## src/rtl/calc_alu.sv

```systemverilog
// calc_alu: iterative add/sub/shift-add multiply/restoring divide
// with start/busy/done handshake and registered, held results.
module calc_alu #(
  parameter int W = 4
) (
  input  logic           clk,
  input  logic           rst,
  input  logic [W-1:0]   op_a,
  input  logic [W-1:0]   op_b,
  input  logic [1:0]     op_sel,
  input  logic           start,
  output logic           busy,
  output logic           done,
  output logic [2*W-1:0] result,
  output logic [W-1:0]   remainder,
  output logic           neg,
  output logic           err
);

  localparam int CW = $clog2(W + 1);
  localparam logic [1:0] OP_ADD = 2'd0;
  localparam logic [1:0] OP_SUB = 2'd1;
  localparam logic [1:0] OP_MUL = 2'd2;
  localparam logic [1:0] OP_DIV = 2'd3;

  typedef enum logic [1:0] {IDLE, CALC, DONE} state_t;

  state_t         r_state;
  logic [CW-1:0]  r_cnt;
  logic [1:0]     r_sel;
  logic [W-1:0]   r_a;
  logic [W-1:0]   r_b;
  logic [2*W-1:0] r_mcand;
  logic [2*W-1:0] r_acc;
  logic [W-1:0]   r_rem;
  logic [W-1:0]   r_quo;
  logic           r_busy;
  logic           r_done;
  logic [2*W-1:0] r_result;
  logic [W-1:0]   r_remainder;
  logic           r_neg;
  logic           r_err;

  logic [2*W-1:0] w_sum;
  logic [W-1:0]   w_diff;
  logic [2*W-1:0] w_acc_nx;
  logic [W:0]     w_shift;
  logic [W:0]     w_trial;
  logic           w_ge;
  logic [W-1:0]   w_rem_nx;
  logic [W-1:0]   w_quo_nx;
  logic           w_last;

  assign w_sum    = (2*W)'(r_a) + (2*W)'(r_b);
  assign w_diff   = (r_a >= r_b) ? r_a - r_b : r_b - r_a;
  assign w_acc_nx = r_b[0] ? r_acc + r_mcand : r_acc;

  // Trial subtract; the borrow bit decides restore vs. keep.
  assign w_shift  = {r_rem, r_quo[W-1]};
  assign w_trial  = w_shift - {1'b0, r_b};
  assign w_ge     = ~w_trial[W];
  assign w_rem_nx = w_ge ? w_trial[W-1:0] : w_shift[W-1:0];
  assign w_quo_nx = {r_quo[W-2:0], w_ge};
  assign w_last   = (r_cnt == CW'(1));

  always_ff @(posedge clk or posedge rst) begin
    if (rst) begin
      r_state     <= IDLE;
      r_cnt       <= '0;
      r_sel       <= '0;
      r_a         <= '0;
      r_b         <= '0;
      r_mcand     <= '0;
      r_acc       <= '0;
      r_rem       <= '0;
      r_quo       <= '0;
      r_busy      <= 1'b0;
      r_done      <= 1'b0;
      r_result    <= '0;
      r_remainder <= '0;
      r_neg       <= 1'b0;
      r_err       <= 1'b0;
    end else begin
      case (r_state)
        IDLE: begin
          r_done <= 1'b0;
          if (start) begin
            r_state <= CALC;
            r_busy  <= 1'b1;
            r_sel   <= op_sel;
            r_a     <= op_a;
            r_b     <= op_b;
            r_mcand <= (2*W)'(op_a);
            r_acc   <= '0;
            r_rem   <= '0;
            r_quo   <= op_a;
            r_cnt   <= (op_sel[1]) ? CW'(W) : CW'(1);
          end
        end
        CALC: begin
          r_cnt <= r_cnt - CW'(1);
          if (r_sel == OP_MUL) begin
            r_acc   <= w_acc_nx;
            r_mcand <= r_mcand << 1;
            r_b     <= r_b >> 1;
          end
          if (r_sel == OP_DIV) begin
            r_rem <= w_rem_nx;
            r_quo <= w_quo_nx;
          end
          if (w_last) begin
            r_state     <= DONE;
            r_busy      <= 1'b0;
            r_done      <= 1'b1;
            r_remainder <= '0;
            r_neg       <= 1'b0;
            r_err       <= 1'b0;
            case (r_sel)
              OP_ADD: r_result <= w_sum;
              OP_SUB: begin
                r_result <= (2*W)'(w_diff);
                r_neg    <= (r_a < r_b);
              end
              OP_MUL: r_result <= w_acc_nx;
              OP_DIV: begin
                if (r_b == '0) begin
                  r_result <= '0;
                  r_err    <= 1'b1;
                end else begin
                  r_result    <= (2*W)'(w_quo_nx);
                  r_remainder <= w_rem_nx;
                end
              end
            endcase
          end
        end
        DONE: begin
          r_state <= IDLE;
          r_done  <= 1'b0;
        end
        default: r_state <= IDLE;
      endcase
    end
  end

  assign busy      = r_busy;
  assign done      = r_done;
  assign result    = r_result;
  assign remainder = r_remainder;
  assign neg       = r_neg;
  assign err       = r_err;

endmodule

```

## config.mk

```make
export PLATFORM = sky130hd
export DESIGN_NAME = calc_alu
export DESIGN_NICKNAME = d
export VERILOG_FILES = /design/src/rtl/calc_alu.sv
export SDC_FILE = /design/constraint.sdc
export NUM_CORES = 1
export LEC_CHECK = 0
export CELL_PAD_IN_SITES_DETAIL_PLACEMENT = 1
export CELL_PAD_IN_SITES_GLOBAL_PLACEMENT = 2
export CORE_UTILIZATION = 37
export DETAILED_ROUTE_END_ITERATION = 8
export GPL_ROUTABILITY_DRIVEN = 0
export PLACE_DENSITY = 0.78
export SLEW_MARGIN = 10
export SYNTH_ARGS = -nofsm -noshare
export SYNTH_HDL_FRONTEND = slang
export SYNTH_SLANG_ARGS = --single-unit
export TNS_END_PERCENT = 10
```

## constraint.sdc

```tcl
create_clock -name clk -period 3.35 [get_ports clk]
set_input_delay 0.335 -clock clk [delete_from_list [all_inputs] [get_ports clk]]
set_output_delay 0.335 -clock clk [all_outputs]
set_load 0.1 [all_outputs]
```

Word level (Yosys, flattened, before mapping)
Cells that the tools add are included.
- register bits after elaboration: 55
- bits of input ports: 13
- output and inout port bits: 16
- word-level logic and storage cells: 84
- add/subtract/negate cells: 6
- magnitude comparators: 2
- equal/unequal tests: 10
- muxes and demuxes: 36
- bitwise gates (word level): 1
- reductions and logical operators: 14
- operators by type and width (kind ; number):
    4-bit two-way mux ; 11
    8-bit two-way mux ; 5
    8-bit one-hot mux with 2 select lines ; 2
    8-bit one-hot mux with 4 select lines ; 1
    4-bit one-hot mux with 2 select lines ; 3
    2-bit AND reduction ; 5
    3-bit AND reduction ; 3
    8-bit adder ; 1
    2-bit inequality test, second input constant ; 4
    4-bit subtractor ; 2
    2-bit equality test, second input constant ; 3
    1-bit two-way mux ; 6
    3-bit two-way mux ; 2
    3-bit one-hot mux with 2 select lines ; 1
    4-bit by 4-bit adder with 5-bit output ; 1
    5-bit by 4-bit subtractor with 5-bit output ; 1
    2-bit by 1-bit equality test with 1-bit output, second input constant ; 2
    4-bit greater-or-equal comparator ; 1
    2-bit zero test ; 2
    4-bit zero test ; 1
    4-bit < comparator ; 1
    2-bit two-way mux ; 2
    1-bit one-hot mux with 2 select lines ; 2
    2-bit one-hot mux with 2 select lines ; 1
    other kinds (5) ; 6

Depth between registers and ports, before layout
- depth in word-level cells: 4
- mapped depth: 10
- depth with buffers taken out: 10

Worst setup path before layout
Ideal clock, no wire load.
- kind: register to register
- start point: reg r_a[0]
- end point: reg r_result[3] (netlist: result[3])
- setup time: 0.081 ns
- arrival time: 2.583 ns
- data required time: 3.269 ns
- path slack: 0.687 ns
- stages on the path, launching flop included: 11
- buffers on the path: 0
- period minus slack after synthesis: 2.663 ns
- cell sequence: dfrtp_1 > inv_1 > ha_1 > inv_1 > fa_1 > a21o_1 > a211oi_2 > mux2_1 > a31oi_1 > or4b_1 > o211ai_2
- cells in the longest elaborated chain, start to end: 3
- elaborated cells on any way between the ends: 6
- those cells by class: add/sub: 3; order compare: 1; mux: 2
- ends and longest elaborated chain (element ; RTL line ; source):
    start: declaration ; 31 ; logic [W-1:0] r_a;
    start signal: assignment ; 91 ; r_a <= op_a;
    4-bit subtractor / 4-bit greater-or-equal comparator (equally long branches) ; 55 ; assign w_diff = (r_a >= r_b) ? r_a - r_b : r_b - r_a;
    4-bit two-way mux ; 55 ;
    8-bit one-hot mux with 4 select lines (*) ; 118 ; case (r_sel)
    end signal: assignment ; 119 ; OP_ADD: r_result <= w_sum;
    end signal: assignment ; 121 ; r_result <= (2*W)'(w_diff);
    end signal: assignment ; 124 ; OP_MUL: r_result <= w_acc_nx;
    end: declaration ; 39 ; logic [2*W-1:0] r_result;
Every way passes the cells marked *; elsewhere a longest branch is shown, timed or not.
A chain may end at the register's enable or synchronous reset.

Worst setup path after layout
Ends and elaborated chain as after synthesis.

==> flow_metrics.tcl <==
set metrics [dict create \
    start_util_pct 38.7 \
    r2r_slack_ns 0.42 \
    worst_pin_slew_ns 0.980 \
    rsz0062_at_grt "false" \
    syn_inst 341 \
    p_per_area_mw_per_mm2 1110 \
    setup_violations 0 \
    synth-seq-cells 55 \
    clock-sinks 55 \
    async_flop_share_pct 100 \
    cp_slowest_cell "or4b_1" \
    cts_tree "yes" \
    fin_setup_tns_ns 0 \
    grt_pass1_wl_um 14000 \
    ys_types 49 \
    port_buffers 28 \
    die_y_um 95.4 \
    io_pins 29 \
    area_growth_pct 16.3 \
    maxCapViolCount 0 \
    synthesis.area_mm2 0.00323 \
    worst_r2r_path_depth 10 \
    fin_crit_sh_pct 87.5 \
    cp_max_fo 5 \
    crit_required_ns 3.59 \
    cp-start-kind "flip-flop" \
    wl_per_cell_um 17.8 \
    nets 412 \
    post_drt_via_cell_ratio 5.51 \
    dr.pass1.iters 4 \
    hold_violations 0 \
    post_cts_resized 0 \
    cts_buffer_depth 2 \
    cpPeakStageDelay_ns 0.48 \
    yosysWarningCount 0 \
    multi_input_area_mm2 0.00171 \
    root_buffer "clkbuf_8" \
    wl_um 8460 \
    synth.avg_cell_area_um2 9.47 \
    ys_seq_area_share_pct 42.6 \
    critPathMostFrequentCell "inv_1" \
    grt_use_total_pct 20.3 \
    skew_ns 0.00711 \
    clk_pin_slew_ns 0.10 \
    nFillCells 975 \
    syn_nets 383 \
    clk_latency_ns 0.31 \
    grt_max_degree 27 \
    detailed_place_hpwl_um 6470 \
    vias 2624 \
    run_status "finished, final reports clean" \
    cts-htree-levels 2 \
    finalMaxSlewViolations 0 \
    die_area_mm2 0.00911 \
    hold_buffers 0 \
    antenna_found_initial 0 \
    ant_nets 0 \
    worst_hold_slack_ns 0.294 \
    overflow 0 \
    rows 33 \
    slew_headroom_pct 34.4 \
    fin_ws_ns 0.419 \
    cp_cell_sequence "inv_1 -> ha_1 -> inv_1 -> fa_1 -> a21o_1 -> a211oi_2 -> mux2_1 -> a31oi_1 -> or4b_1 -> o211ai_2" \
    dp_slack_ns 0.468 \
    grt_pass1_vias 2809 \
    timing.rr.start "r_a[0]" \
    leakagePower_nw 1.73 \
    max_freq_ghz 0.341 \
    cts_buffers 5 \
    drt_iter0_drc 122 \
    core_area_mm2 0.00834 \
    end_kind "flip-flop" \
    drive_gt1_share_pct 6.20 \
    peakVddDrop_mv 0.396 \
    seqCellArea_mm2 0.00138 \
    postCtsSetupBuffers 0 \
    synth-edff-count 0 \
    layout_min_cycle_time_ns 2.93 \
    die_x_um 95.4 \
    worstSetupPathType "reg2reg" \
    diodes 0 \
    synth_ff_type "dfrtp_1" \
    worstPathArrival_ns 3.17 \
    hold_path.class "in2async" \
    rr_endpoint "result[3]" \
    drc 0 \
]
==> per-stage QoR <==
stage,instance area [µm²],utilization [%],cells,power [mW]
after floorplan,3230,-,341,3.05
after global placement,3640,43.6,468,3.67
after detailed placement,3640,43.6,468,3.72
after CTS,3760,45.0,476,4.21
after global routing,3760,45.0,476,4.50
final,3760,45.0,476,4.17
==> critical path, delay by kind of cell (launching register included) <==
family | cells | cell delay, ns
AND/OR/NAND/NOR | 1 | 0.48
adder cells (fa/ha/maj) | 2 | 0.54
multiplexers | 1 | 0.37
AO/OA/AOI/OAI | 4 | 0.91
flip-flops | 1 | 0.42
buffers and inverters | 2 | 0.15
==> how the worst max path moves through the flow <==
stage	start	to	slack, ns
floorplan	r_a[0]	result[3]	0.69
global placement	r_a[0]	result[3]	0.60
detailed placement	r_a[0]	result[3]	0.47
CTS	r_a[0]	result[3]	0.44
global route	r_a[0]	result[3]	0.21
finish	r_a[0]	result[3]	0.42
==> cells in the final DEF (no fill, tap or decap), types with 3 or more instances in the layout <==
cell type / netlist / final
o21ai_1: 34 / 34
clkbuf_8: 0 / 6
nor2b_1: 5 / 5
nand2_1: 49 / 49
buf_4: 0 / 7
nand3_1: 5 / 5
a222oi_1: 3 / 3
nor2_1: 19 / 19
a2111oi_0: 3 / 3
a21o_1: 10 / 10
a22o_1: 8 / 8
clkdlybuf4s50_1: 0 / 28
a21oi_1: 22 / 22
xnor2_1: 7 / 7
o22ai_1: 3 / 3
mux2_1: 4 / 4
fa_1: 5 / 5
inv_2: 4 / 5
mux2i_1: 11 / 11
o21ai_0: 3 / 3
inv_1: 16 / 15
ha_1: 24 / 24
dfrtp_1: 55 / 55
nand2b_1: 3 / 3
nor3_1: 5 / 5
==> state kept, by name, summed over array words and instances, names as in the netlist <==
register and cells:
done 1, r_cnt 3, r_quo 4, err 1
r_rem 4, r_sel 2, neg 1, r_mcand 8
r_acc 8, r_b 4, busy 1, remainder 4
r_state 2, r_a 4, result 8
==> cell usage after synthesis, types with 4 or more instances <==
master,instances,area (µm²)
nor2_1,19,71.3
xnor2_1,7,61.3
mux2i_1,11,110
mux2_1,4,45.0
nor3_1,5,25.0
ha_1,24,300
nand3_1,5,25.0
dfrtp_1,55,1380
inv_2,4,15.0
nand2_1,49,184
a21oi_1,22,110
inv_1,16,60.1
fa_1,5,100
a21o_1,10,75.1
o21ai_1,34,170
nor2b_1,5,31.3
a22o_1,8,70.1
clkbuf_1,10,37.5
==> cell type report <==
cell class	count	area share, %
tap	105	3.50
inverter	22	2.23
sequential	55	36.6
clock buffer	6	2.20
timing repair buffer	35	8.86
multi-input combinational	251	45.6
clock inverter	2	0.933
==> where the power goes <==
part           leakage, nW  switching, mW  internal [mW]  total (mW)
clock               0.0612          0.227          0.243       0.470
sequential           0.710          0.283          0.917        1.20
combinational        0.962           1.62          0.877        2.50
==> cell families (layout without fill, tap and decap cells) <==
logic type               Yosys count  count (layout)  share of synthesized area [%]
AND/OR/NAND/NOR                   96              96                           13.2
AO/OA/AOI/OAI                    102             102                           20.2
adder cells (fa/ha/maj)           29              29                           12.4
buffers and inverters             35              65                           4.34
multiplexers                      15              15                           4.80
XOR/XNOR                           9               9                           2.44
flip-flops                        55              55                           42.6
==> metal layers <==
layer | GRT usage (%) | share of wire (%)
met5 | 0 | 0
met1 | 26.6 | 47
met4 | 5.22 | 1.7
met2 | 34.7 | 48
met3 | 3.11 | 3.2
No activity file was read; power rests on OpenSTA's default activity.
